**src/rtl/sb_rx_rdi_msg_scheduler.sv**
```systemverilog
// Sideband RDI message scheduler: a local Req/Resp channel with timeout and a remote
// Req -> RDI SM -> Resp channel, both sharing one registered TX slot via round-robin.
module sb_rx_rdi_msg_scheduler #(
    parameter int TIMEOUT_CYCLES = 800000,
    parameter int CNT_W          = $clog2(TIMEOUT_CYCLES)
) (
    input  logic       i_clk,
    input  logic       i_rst_n,
    input  logic       i_rdi_msg_valid,
    input  logic [1:0] i_rdi_msg_code,
    input  logic [3:0] i_rdi_msg_sub_code,
    input  logic [1:0] i_rdi_msg_info,
    input  logic       i_lcl_req_valid,
    input  logic [3:0] i_lcl_req_sub_code,
    output logic       o_lcl_req_ready,
    output logic       o_lcl_rsp_valid,
    output logic [1:0] o_lcl_rsp_info,
    output logic       o_timeout,
    output logic       o_rmt_req_valid,
    output logic [3:0] o_rmt_req_sub_code,
    input  logic       i_rmt_req_ack,
    input  logic [1:0] i_rmt_rsp_info,
    output logic       o_tx_valid,
    output logic [1:0] o_tx_msg_code,
    output logic [3:0] o_tx_sub_code,
    output logic [1:0] o_tx_info,
    input  logic       i_tx_ready,
    output logic       o_err_unexp,
    output logic       o_err_ovf
);

    // state    | meaning
    // L_IDLE   | local channel free, accepting a request
    // L_SEND   | local Req waiting for the TX slot
    // L_WAIT   | Req sent, waiting for matching Resp or timeout
    // R_IDLE   | remote channel free
    // R_NOTIFY | remote Req presented to the RDI SM, waiting for ack
    // R_SEND   | Resp waiting for the TX slot
    localparam logic [1:0] L_IDLE   = 2'd0;
    localparam logic [1:0] L_SEND   = 2'd1;
    localparam logic [1:0] L_WAIT   = 2'd2;
    localparam logic [1:0] R_IDLE   = 2'd0;
    localparam logic [1:0] R_NOTIFY = 2'd1;
    localparam logic [1:0] R_SEND   = 2'd2;

    localparam logic [1:0] C_REQ = 2'd1;
    localparam logic [1:0] C_RSP = 2'd2;
    localparam logic [1:0] C_RSV = 2'd3;

    localparam logic [CNT_W-1:0] CNT_LAST = CNT_W'(TIMEOUT_CYCLES - 1);

    logic [1:0]       lcl_st_q, lcl_st_d;
    logic [3:0]       lcl_sub_q, lcl_sub_d;
    logic [CNT_W-1:0] cnt_q, cnt_d;
    logic             lcl_rsp_valid_q, lcl_rsp_valid_d;
    logic [1:0]       lcl_rsp_info_q, lcl_rsp_info_d;
    logic             timeout_q, timeout_d;
    logic [1:0]       rmt_st_q, rmt_st_d;
    logic [3:0]       rmt_sub_q, rmt_sub_d;
    logic [1:0]       rmt_info_q, rmt_info_d;
    logic             tx_valid_q, tx_valid_d;
    logic [1:0]       tx_code_q, tx_code_d;
    logic [3:0]       tx_sub_q, tx_sub_d;
    logic [1:0]       tx_info_q, tx_info_d;
    logic             rr_q, rr_d;
    logic             err_unexp_q, err_unexp_d;
    logic             err_ovf_q, err_ovf_d;

    logic lcl_pend, rmt_pend, load, grant_lcl, rsp_match, is_req;

    always_comb begin
        lcl_pend  = (lcl_st_q == L_SEND);
        rmt_pend  = (rmt_st_q == R_SEND);
        load      = (!tx_valid_q || i_tx_ready) && (lcl_pend || rmt_pend);
        // rr_q == 0 favours the local channel on contention
        grant_lcl = lcl_pend && (!rmt_pend || !rr_q);
        is_req    = i_rdi_msg_valid && (i_rdi_msg_code == C_REQ);
        rsp_match = i_rdi_msg_valid && (i_rdi_msg_code == C_RSP) &&
                    (lcl_st_q == L_WAIT) && (i_rdi_msg_sub_code == lcl_sub_q);

        lcl_st_d        = lcl_st_q;
        lcl_sub_d       = lcl_sub_q;
        cnt_d           = cnt_q;
        lcl_rsp_valid_d = 1'b0;
        lcl_rsp_info_d  = lcl_rsp_info_q;
        timeout_d       = 1'b0;
        rmt_st_d        = rmt_st_q;
        rmt_sub_d       = rmt_sub_q;
        rmt_info_d      = rmt_info_q;
        tx_valid_d      = tx_valid_q && !i_tx_ready;
        tx_code_d       = tx_code_q;
        tx_sub_d        = tx_sub_q;
        tx_info_d       = tx_info_q;
        rr_d            = rr_q;
        err_unexp_d     = i_rdi_msg_valid &&
                          (i_rdi_msg_code == C_RSV || (i_rdi_msg_code == C_RSP && !rsp_match));
        err_ovf_d       = is_req && (rmt_st_q != R_IDLE);

        case (lcl_st_q)
            L_IDLE: begin
                if (i_lcl_req_valid) begin
                    lcl_sub_d = i_lcl_req_sub_code;
                    lcl_st_d  = L_SEND;
                end
            end
            L_SEND: begin
                if (load && grant_lcl) begin
                    cnt_d    = '0;
                    lcl_st_d = L_WAIT;
                end
            end
            L_WAIT: begin
                cnt_d = cnt_q + 1'b1;
                if (rsp_match) begin
                    lcl_rsp_valid_d = 1'b1;
                    lcl_rsp_info_d  = i_rdi_msg_info;
                    lcl_st_d        = L_IDLE;
                end else if (cnt_q == CNT_LAST) begin
                    timeout_d = 1'b1;
                    lcl_st_d  = L_IDLE;
                end
            end
            default: lcl_st_d = L_IDLE;
        endcase

        case (rmt_st_q)
            R_IDLE: begin
                if (is_req) begin
                    rmt_sub_d = i_rdi_msg_sub_code;
                    rmt_st_d  = R_NOTIFY;
                end
            end
            R_NOTIFY: begin
                if (i_rmt_req_ack) begin
                    rmt_info_d = i_rmt_rsp_info;
                    rmt_st_d   = R_SEND;
                end
            end
            R_SEND: begin
                if (load && !grant_lcl) rmt_st_d = R_IDLE;
            end
            default: rmt_st_d = R_IDLE;
        endcase

        if (load) begin
            tx_valid_d = 1'b1;
            if (grant_lcl) begin
                tx_code_d = C_REQ;
                tx_sub_d  = lcl_sub_q;
                tx_info_d = 2'b00;
            end else begin
                tx_code_d = C_RSP;
                tx_sub_d  = rmt_sub_q;
                tx_info_d = rmt_info_q & 2'b01;
            end
            if (lcl_pend && rmt_pend) rr_d = grant_lcl;
        end
    end

    always_ff @(posedge i_clk) begin
        if (!i_rst_n) begin
            lcl_st_q        <= L_IDLE;
            lcl_sub_q       <= '0;
            cnt_q           <= '0;
            lcl_rsp_valid_q <= 1'b0;
            lcl_rsp_info_q  <= '0;
            timeout_q       <= 1'b0;
            rmt_st_q        <= R_IDLE;
            rmt_sub_q       <= '0;
            rmt_info_q      <= '0;
            tx_valid_q      <= 1'b0;
            tx_code_q       <= '0;
            tx_sub_q        <= '0;
            tx_info_q       <= '0;
            rr_q            <= 1'b0;
            err_unexp_q     <= 1'b0;
            err_ovf_q       <= 1'b0;
        end else begin
            lcl_st_q        <= lcl_st_d;
            lcl_sub_q       <= lcl_sub_d;
            cnt_q           <= cnt_d;
            lcl_rsp_valid_q <= lcl_rsp_valid_d;
            lcl_rsp_info_q  <= lcl_rsp_info_d;
            timeout_q       <= timeout_d;
            rmt_st_q        <= rmt_st_d;
            rmt_sub_q       <= rmt_sub_d;
            rmt_info_q      <= rmt_info_d;
            tx_valid_q      <= tx_valid_d;
            tx_code_q       <= tx_code_d;
            tx_sub_q        <= tx_sub_d;
            tx_info_q       <= tx_info_d;
            rr_q            <= rr_d;
            err_unexp_q     <= err_unexp_d;
            err_ovf_q       <= err_ovf_d;
        end
    end

    assign o_lcl_req_ready    = (lcl_st_q == L_IDLE);
    assign o_lcl_rsp_valid    = lcl_rsp_valid_q;
    assign o_lcl_rsp_info     = lcl_rsp_info_q;
    assign o_timeout          = timeout_q;
    assign o_rmt_req_valid    = (rmt_st_q == R_NOTIFY);
    assign o_rmt_req_sub_code = rmt_sub_q;
    assign o_tx_valid         = tx_valid_q;
    assign o_tx_msg_code      = tx_code_q;
    assign o_tx_sub_code      = tx_sub_q;
    assign o_tx_info          = tx_info_q;
    assign o_err_unexp        = err_unexp_q;
    assign o_err_ovf          = err_ovf_q;

endmodule

```
**config.mk**
```make
export PLATFORM = sky130hd
export DESIGN_NAME = sb_rx_rdi_msg_scheduler
export DESIGN_NICKNAME = d
export VERILOG_FILES = /design/src/rtl/sb_rx_rdi_msg_scheduler.sv
export SDC_FILE = /design/constraint.sdc
export NUM_CORES = 1
export LEC_CHECK = 0
export ABC_AREA = 1
export BUFFER_PORTS_ARGS = -buffer_cell sky130_fd_sc_hd__buf_2
export CAP_MARGIN = 30
export CORE_ASPECT_RATIO = 0.8
export CORE_MARGIN = 5
export CORE_UTILIZATION = 25
export CTS_BUF_LIST = sky130_fd_sc_hd__clkbuf_8
export DETAILED_ROUTE_END_ITERATION = 6
export PLACE_DENSITY = 0.4
export SLEW_MARGIN = 20
export SYNTH_ARGS = -nofsm -noshare
export SYNTH_HDL_FRONTEND = slang
export SYNTH_SLANG_ARGS = --single-unit
```
**constraint.sdc**
```tcl
create_clock -name i_clk -period 1.8 [get_ports i_clk]
set_input_delay 0.18 -clock i_clk [delete_from_list [all_inputs] [get_ports i_clk]]
set_output_delay 0.18 -clock i_clk [all_outputs]
set_load 0.01 [all_outputs]
```
-- Word-level counts from Yosys, hierarchy flattened
Cells that the tools add are included.
Widths: inputs -> output; s select.
- bits in writable memories: 0
- latch bits: 0
- output and inout port bits: 21
- register bits after elaboration: 49
- bits of input ports: 20
- memories: 0
- bits in read-only memories: 0
- order comparisons: 0
- $add $sub $neg: 1
- $mul: 0
- bitwise logic cells: 2
- multiplexer cells: 17
- eq/ne operators: 15
- shift-type cells: 0
- div/mod/pow operators: 0
- reduce and logical (&&, ||, !) cells: 37
- operators by type and width (kind ; count):
    $pmux 20 s2 ; 1
    $add 20x1->20 const B ; 1
    $eq 20x20->1 const B ; 1
    $mux 20 ; 1
    $mux 2 ; 8
    $reduce_and 2->1 ; 7
    $logic_and 1x1->1 ; 13
    $pmux 2 s3 ; 2
    $eq 2x2->1 const B ; 4
    $eq 2x1->1 const B ; 3
    $logic_not 1->1 ; 6
    $ne 2x1->1 const B ; 3
    $reduce_and 3->1 ; 2
    $eq 4x4->1 ; 1
    $logic_not 2->1 ; 2
    $logic_or 1x1->1 ; 4
    $mux 1 ; 4
    $mux 4 ; 1
    $ne 2x2->1 const B ; 2
    $reduce_bool 2->1 ; 2
    $ne 3x2->1 const B ; 1
    $reduce_or 3->1 ; 1
    $not 1->1 ; 2

-- Longest topological paths before layout
Gate-level depths: netlist (run 1).
- depth after elaboration: 8
- gate-level depth with buffers: 10
- gate-level depth less buffers: 10

-- Worst setup path before layout (run 1)
No wires, ideal clock.
- kind: flip-flop to flip-flop
- start point: register cnt_q[0]
- end point: register cnt_q[12]
- slack: 471 ps
- library setup time: 109 ps
- clock period less this slack: 1329 ps
- required time: 1691 ps
- data arrival time: 1220 ps
- stages on the path, launching flop included: 11
- cell sequence: dfxtp_1 ha_1 nand2_1 nor2_4 nand2_1 nor2_1 nand2_1 nand2_1 nand3_1 nand2_1 inv_1
- longest elaborated chain between the ends: 2
- ends and longest elaborated chain (what ; RTL line ; text):
    from (decl) ; 54 ; logic [CNT_W-1:0] cnt_q, cnt_d;
    from (signal assigned) ; 181 ; cnt_q <= cnt_d;
    $add 20x1->20 ; 113 ; cnt_d = cnt_q + 1'b1;
    $pmux 20 s2 ; 99 ; case (lcl_st_q)
No other way between the ends.
A chain may end at the register's enable or synchronous reset.

-- Worst setup path in the final report (run 1)
- start point: register cnt_q[1]
- end point: register cnt_q[18]
The elaborated chain is that of the path after synthesis.

==> results of run 1 <==
-- worst paths after layout --
| check | from | end | slack [ps] | depth (start not counted) |
|---|---|---|---|---|
| max | cnt_q[1]$_SDFFE_PN0P_ | cnt_q[18]$_SDFFE_PN0P_ | 380 | 8 |
| min | i_rdi_msg_code[1] | o_err_ovf$_SDFF_PN0_ | 80 | 2 |
| max reg2reg | cnt_q[1]$_SDFFE_PN0P_ | cnt_q[18]$_SDFFE_PN0P_ | 380 | 8 |
| min reg2reg | o_lcl_rsp_info[1]$_SDFFE_PN0P_ | o_lcl_rsp_info[1]$_SDFFE_PN0P_ | 450 | 2 |
-- Yosys cell counts, drive strengths merged (3+ instances only) --
| cell | count | area (um^2) |
|---|---|---|
| nor2 | 47 | 224 |
| nor3 | 8 | 60.1 |
| nand3 | 19 | 123 |
| dfxtp | 48 | 961 |
| a31oi | 4 | 25.0 |
| o21ai | 20 | 100 |
| buf | 5 | 36.3 |
| nand2 | 100 | 398 |
| a21oi | 36 | 203 |
| clkbuf | 3 | 11.3 |
| nand4 | 4 | 25.0 |
| inv | 42 | 158 |
-- stage by stage --
step                setup WS (ps)  area, um^2  total power (uW)
global route                  154        2830              2390
CTS                           362        2830              2320
floorplan                     471        2390              1380
detailed placement            389        2720              1510
finish                        382        2830              2280
global placement              398        2720              1510
-- critical path, delay by kind of cell (launching register included) --
| kind | cells | cell delay [ps] |
|---|---|---|
| adder cells (fa/ha/maj) | 1 | 170 |
| AND/OR/NAND/NOR | 7 | 780 |
| flip-flops | 1 | 370 |
-- cells by family after synthesis --
kind of cell / after synthesis / share of synthesized area
compound gates: 62 / 0.144
xor+xnor: 1 / 0.00367
fa+ha+maj: 1 / 0.00524
buf+inv: 52 / 0.0902
flops: 48 / 0.403
other cells: 1 / 0.00157
simple gates: 180 / 0.353
-- per-layer routing --
layer,GRT usage,share of wire,vias to the layer above
met3,0.0204,0.028,2
met5,0,0,-
li1,-,-,1189
met4,0.0240,0.0061,0
met2,0.155,0.39,29
met1,0.179,0.57,996
-- sequential cells by signal, indices dropped and copies added (netlist names), 2 cells and up --
register,flops
lcl_sub_q,4
cnt_q,20
o_tx_sub_code,4
o_rmt_req_sub_code,4
rmt_st_q,2
lcl_st_q,2
o_lcl_rsp_info,2
o_tx_msg_code,2
-- area by class of cell --
type                    instances  area, um^2
repair buffers                 44         235
clock buffers                   5        68.8
well taps                     115         144
multi-input cells             245        1210
flip-flops and latches         48         961
fillers                       987        6370
inverters                      44         168
clock inverters                 3        38.8
-- power breakdown --
group / total, uW / switching [uW] / internal, uW / leakage, uW
combinational: 351 / 236 / 115 / 0.000683
sequential: 1130 / 27.3 / 1100 / 0.000389
clock: 799 / 391 / 408 / 0.0000593
total: 2280 / 654 / 1630 / 0.00113
==> impl_metrics.json, run 1 <==
{
  "status": "finished, final reports clean",
  "fin_hold_ws_ps": 78.3,
  "rsz0062_at_grt": "false",
  "rows": 31,
  "cts_tree": "yes",
  "cts_hold_buffers": 0,
  "avgViaCountPerCell": 4.40,
  "post_cts_resized": 0,
  "fp.dieArea_um2": 11600,
  "dr.pass1.iters": 4,
  "drv_cap": 0,
  "io_buffers": 38,
  "grt_overflow": 0,
  "dp_cells": 496,
  "crit_type": "flop to flop",
  "final_cells": 504,
  "clkLatencyLatePin_ps": 300,
  "drcViolationCount": 0,
  "slowest_delay_ps": 370,
  "holdCritPathClass": "input port to flop",
  "area_growth_pct": 18.4,
  "htreeDepth": 2,
  "cts.sink_count": 48,
  "final_util": 0.307,
  "routed_wl_um": 6540,
  "grt_pass1_wl_um": 10700,
  "synth-main-ff-cell": "dfxtp_1",
  "post-cts-setup-buffers": 0,
  "syn_nets": 366,
  "synth-seq-cells": 48,
  "die_w_um": 119,
  "cp_cell_sequence": "ha_1, nand2_1, nor2_4, nand3_2, nor2_2, nand2_1, nor2_1, nor2_1",
  "drive_gt1_frac": 0.213,
  "fin_crit_ps": 1420,
  "path_clk_slew_ps": 100,
  "finalSetupViolCount": 0,
  "wl_per_cell_um": 13.0,
  "ys_types": 33,
  "place_hpwl_um": 4940,
  "fin_crit_sh": 0.788,
  "tns_ps": 0,
  "cpMaxStageDelayCell": "dfxtp_1",
  "yosysWarningCount": 0,
  "clockRootBuffer": "clkbuf_8",
  "power.leakage_uw": 0.00113,
  "synth_edf_count": 0,
  "drt-initial-drc-count": 129,
  "setup.worst_path.start_class": "flop",
  "ir_drop_mv": 0.264,
  "hold_viol": 0,
  "chipHeight_um": 97.4,
  "yosysSeqAreaShare": 0.403,
  "drv_slew": 0,
  "start_util": 0.260,
  "cp_max_fo": 4,
  "core_area_um2": 9190,
  "grt_max_degree": 28,
  "layout_common_cells": "nand2_1 (95), dfxtp_1 (48), inv_1 (40)",
  "num-nets-final": 409,
  "worstSetupEndpointType": "flop",
  "max_freq_ghz": 0.705,
  "cts_buffer_depth": 2,
  "dr_total_vias": 2216,
  "grt_pass1_vias": 2048,
  "avgSynthCellArea_um2": 6.92,
  "power.density_nw_per_um2": 807,
  "ys_async_sr_fraction": 0,
  "antenna_found_initial": 0,
  "track_usage": 0.113,
  "required_ps": 2000,
  "final_common_cell": "nand2_1",
  "antenna_cells": 0,
  "arrival_ps": 1620,
  "numCtsBuffers": 5,
  "syn_inst": 345,
  "gp_congestion": 0.771,
  "synthesis.area_um2": 2390,
  "ant_nets": 0,
  "fin_skew_ps": 9.13,
  "io_pins": 41
}
No activity file was read; power rests on OpenSTA's default activity.
==> inputs of run 2 (changes only) <==
PLACE_DENSITY = 0.41   (was 0.4)
clock period = 1.15 ns   (was 1.8 ns; I/O delays follow)
==> impl_metrics.json, run 2 (synthesis results as in run 1) <==
{
  "status": "finished, violations left",
  "violations": "negative setup slack",
  "start_util": 0.260,
  "crit_top_cell": "buf_4",
  "tns_ps": -2770,
  "post-place-ws_ps": -173,
  "routed_wl_um": 7170,
  "final_util": 0.408,
  "die_w_um": 119,
  "cts_tree": "yes",
  "cpMaxStageDelayCell": "dfxtp_2",
  "fin_hold_ws_ps": 68.4,
  "fin_skew_ps": 6.14,
  "fp.dieArea_um2": 11600,
  "cts_buffer_depth": 2,
  "io_pins": 41,
  "required_ps": 1360,
  "chipHeight_um": 97.4,
  "fin_crit_ps": 1300,
  "final_common_cell": "nand2_1",
  "drt-initial-drc-count": 90,
  "core_area_um2": 9190,
  "nFillCells": 971,
  "ir_drop_mv": 0.496,
  "max_freq_ghz": 0.770,
  "p_int_uw": 2600,
  "setup.worst_path.start_class": "flop",
  "top_register": "cnt_q",
  "io_buffers": 38,
  "holdCritPathClass": "input port to flop",
  "grt_pass1_vias": 2344,
  "ant_nets": 0,
  "clockRootBuffer": "clkbuf_8",
  "antenna_found_initial": 0,
  "p_sw_uw": 1180,
  "combPwrFrac": 0.261,
  "cts.sink_count": 48,
  "setup_slack_ps": -149,
  "antenna_cells": 0,
  "avgViaCountPerCell": 4.35,
  "worstSetupEndpointType": "flop",
  "grt_pass1_wl_um": 11400,
  "pwr-share-clk": 0.268,
  "hold_viol": 0,
  "htreeDepth": 2,
  "grt_max_degree": 21,
  "track_usage": 0.120,
  "cp_max_fo": 9,
  "path_clk_slew_ps": 90,
  "grt_overflow": 0,
  "largest_reg_flops": 20,
  "power.leakage_uw": 0.00158,
  "arrival_ps": 1510,
  "dr_total_vias": 2467,
  "place_hpwl_um": 5190,
  "num-nets-final": 473,
  "drcViolationCount": 0,
  "swShare": 0.311,
  "drive_gt1_frac": 0.498,
  "wl_per_cell_um": 12.7,
  "dr.pass1.iters": 4,
  "finalSetupViolCount": 33,
  "rsz0062_at_grt": "true",
  "crit_type": "flop to flop",
  "area_growth_pct": 57.4,
  "power.share.sequential": 0.471,
  "rows": 31,
  "gp_congestion": 0.795,
  "fin_crit_sh": 1.13,
  "numCtsBuffers": 5,
  "clkLatencyLatePin_ps": 300,
  "drv_cap": 0,
  "cp_cell_sequence": "inv_2, nor2_4, buf_4, inv_6, buf_4, nand3_1, nand3_2, nand2_1, inv_1",
  "slowest_delay_ps": 350,
  "layout_common_cells": "nand2_1 (72), buf_4 (49), buf_2 (36)",
  "power.density_nw_per_um2": 1010,
  "drv_slew": 0
}
run 2: timing repair:
action	CTS	global route
gates cloned	0	1
setup endpoints to repair	39	41
resized for setup	40	81
hold buffers	0	1
pin swaps	9	28
hold endpoints to repair	0	1
setup buffers	6	17
run 2: power by group through the flow:
| stage | clock, uW | sequential (uW) | combinational, uW |
|---|---|---|---|
| 6_report | 1010 | 1780 | 986 |
| 5_1_grt | 1140 | 1790 | 1080 |
| 4_1_cts | 1050 | 1780 | 773 |
| 3_5_place_dp | 0 | 1810 | 700 |
| 3_3_place_gp | 0 | 1810 | 703 |
| 2_1_floorplan | 0 | 1820 | 340 |
run 2: routing by layer:
layer | vias up | routed length [um] | track usage
met1 | 1117 | 3710 | 0.178
met5 | - | 0 | 0
met4 | 0 | 59 | 0.0294
met3 | 5 | 221 | 0.0204
li1 | 1310 | - | -
met2 | 35 | 3190 | 0.178
run 2: final cells by class:
class	instances	area [um^2]	share of cell area
multi-input combinational	245	1530	0.407
sequential	48	993	0.265
timing repair buffer	107	812	0.216
inverter	44	190	0.0506
tap	115	144	0.0383
clock buffer	5	68.8	0.0183
clock inverter	2	12.5	0.00333
timing repair inverter	1	6.26	0.00167
run 2: critical path, delay by kind of cell (launching register included):
family	cells	cell delay, ps
simple gates	4	380
flops	1	350
buf+inv	5	470
run 2: final timing paths:
| kind | startpoint | cells past startpoint | endpoint | slack [ps] |
|---|---|---|---|---|
| hold reg to reg | o_lcl_rsp_info[1]$_SDFFE_PN0P_ | 2 | o_lcl_rsp_info[1]$_SDFFE_PN0P_ | 450 |
| hold / removal | i_rdi_msg_code[0] | 3 | o_err_ovf$_SDFF_PN0_ | 70 |
| setup / recovery | lcl_st_q[1]$_SDFFE_PN0P_ | 9 | cnt_q[12]$_SDFFE_PN0P_ | -150 |
| setup reg to reg | lcl_st_q[1]$_SDFFE_PN0P_ | 9 | cnt_q[12]$_SDFFE_PN0P_ | -150 |
run 2: per-stage QoR:
stage	power, uW	cells	cell area, um^2
6_report	3780	567	3750
3_5_place_dp	2510	536	3110
3_3_place_gp	2510	536	3110
2_1_floorplan	2160	345	2450
4_1_cts	3600	549	3350
5_1_grt	4010	567	3750
==> inputs of run 3 (changes only) <==
PLACE_DENSITY = 0.4   (was 0.41)
clock period = 1.2 ns   (was 1.15 ns; I/O delays follow)
==> impl_metrics.json, run 3 (synthesis results as in run 1) <==
{
  "reg2reg_depth": 10,
  "die_w_um": 119,
  "regArea_um2": 993,
  "drv_slew": 0,
  "drive_gt1_frac": 0.479,
  "rr_endpoint": "cnt_q[12]$_SDFFE_PN0P_",
  "crit_top_cell": "nand2_2",
  "rows": 31,
  "fin_skew_ps": 11.8,
  "antenna_found_initial": 0,
  "min_path_cells": 2,
  "cp.buffers_inverters": 1,
  "cp_cell_sequence": "ha_4, nand2_4, nor2_4, nand2_2, nor2_4, nand2_2, nand2_2, nand3_1, nand2_1, inv_1",
  "rsz0062_at_grt": "true",
  "holdCritPathClass": "input port to flop",
  "fin_crit_sh": 1.14,
  "hp-start": "i_rdi_msg_code[1]",
  "place_hpwl_um": 5110,
  "min_to": "o_err_ovf$_SDFF_PN0_",
  "dr.pass1.iters": 4,
  "io_buffers": 38,
  "routed_wl_um": 7390,
  "drt-initial-drc-count": 70,
  "chipHeight_um": 97.4,
  "cts_buffer_depth": 2,
  "drcViolationCount": 0,
  "cts.sink_count": 48,
  "finalSetupViolCount": 26,
  "area_growth_pct": 56.2,
  "antenna_cells": 0,
  "gp_congestion": 0.796,
  "dr_total_vias": 2484,
  "layout_common_cells": "nand2_1 (77), buf_4 (49), buf_2 (36)",
  "grt_max_degree": 17,
  "required_ps": 1410,
  "status": "finished, violations left",
  "num-nets-final": 468,
  "violations": "negative setup slack",
  "top_register": "cnt_q",
  "path_clk_slew_ps": 100,
  "worstSetupEndpointType": "flop",
  "rr_startpoint": "cnt_q[1]$_SDFFE_PN0P_",
  "crit_type": "flop to flop",
  "largest_reg_flops": 20,
  "multi_input_comb_area_um2": 1510,
  "avgViaCountPerCell": 4.42,
  "power.density_nw_per_um2": 1080,
  "setup_slack_ps": -172,
  "cts_tree": "yes",
  "setup.worst_path.start_class": "flop",
  "nFillCells": 959,
  "tns_ps": -1540,
  "htreeDepth": 2,
  "ir_drop_mv": 0.471,
  "grt_pass1_wl_um": 11700,
  "reg2reg_slack_ps": -170,
  "max_freq_ghz": 0.729,
  "cpMaxStageDelayCell": "dfxtp_4",
  "start_util": 0.260,
  "fp.dieArea_um2": 11600,
  "crit_family": "simple AND/OR/NAND/NOR gates",
  "final_common_cell": "nand2_1",
  "hold_viol": 0,
  "drv_cap": 0,
  "grt_pass1_vias": 2369,
  "clkLatencyLatePin_ps": 310,
  "cp_max_fo": 3,
  "post-place-ws_ps": -136,
  "io_pins": 41,
  "fin_hold_ws_ps": 12.2,
  "arrival_ps": 1580,
  "final_util": 0.405,
  "clockRootBuffer": "clkbuf_8",
  "power.leakage_uw": 0.00157,
  "fin_crit_ps": 1370,
  "grt_overflow": 0,
  "numCtsBuffers": 5,
  "wl_per_cell_um": 13.1,
  "core_area_um2": 9190,
  "slowest_delay_ps": 380,
  "track_usage": 0.123,
  "ant_nets": 0
}
## run 3: timing repair
item / 4_1_cts / 5_1_grt
buffers inserted: 5 / 17
cloned: 1 / 1
endpoints found under the setup margin: 38 / 42
hold buffers: 0 / 0
pin swaps: 14 / 30
resized for setup: 40 / 85
## run 3: cell type report
class	instances	share of cell area
multi-input cells	246	0.405
flip-flops and latches	48	0.267
repair buffers	101	0.199
inverters	44	0.0537
well taps	115	0.0386
clock buffers	5	0.0185
clock inverters	2	0.0161
repair inverters	1	0.00302
## run 3: layer usage
layer  vias up  GRT usage  wire length (um)
met2        37      0.187              3250
met5         -          0                 0
li1       1305          -                 -
met4         0     0.0338               102
met3        12     0.0204               215
met1      1130      0.179              3820
## run 3: worst max path at each step
stage / depth (start not counted) / from / end / slack [ps]
6_report: 10 / cnt_q[1]$_SDFFE_PN0P_ / cnt_q[12]$_SDFFE_PN0P_ / -170
5_1_grt: 9 / cnt_q[1]$_SDFFE_PN0P_ / cnt_q[18]$_SDFFE_PN0P_ / -250
4_1_cts: 7 / lcl_st_q[1]$_SDFFE_PN0P_ / o_lcl_rsp_info[0]$_SDFFE_PN0P_ / -110
3_5_place_dp: 10 / cnt_q[1]$_SDFFE_PN0P_ / cnt_q[12]$_SDFFE_PN0P_ / -140
3_3_place_gp: 10 / cnt_q[1]$_SDFFE_PN0P_ / cnt_q[12]$_SDFFE_PN0P_ / -100
2_1_floorplan: 10 / cnt_q[0]$_SDFFE_PN0P_ / cnt_q[12]$_SDFFE_PN0P_ / -20
## run 3: report_power, final
part           internal (uW)  switching [uW]
Combinational            406             509
Clock                    822             592
Sequential              1650            52.4
Total                   2880            1150
## run 3: through the flow
step / cells / total power (uW) / cell area [um^2]
2_1_floorplan: 345 / 2070 / 2410
3_3_place_gp: 531 / 2360 / 3010
3_5_place_dp: 531 / 2360 / 3010
4_1_cts: 544 / 3830 / 3290
5_1_grt: 562 / 4230 / 3730
6_report: 562 / 4030 / 3730
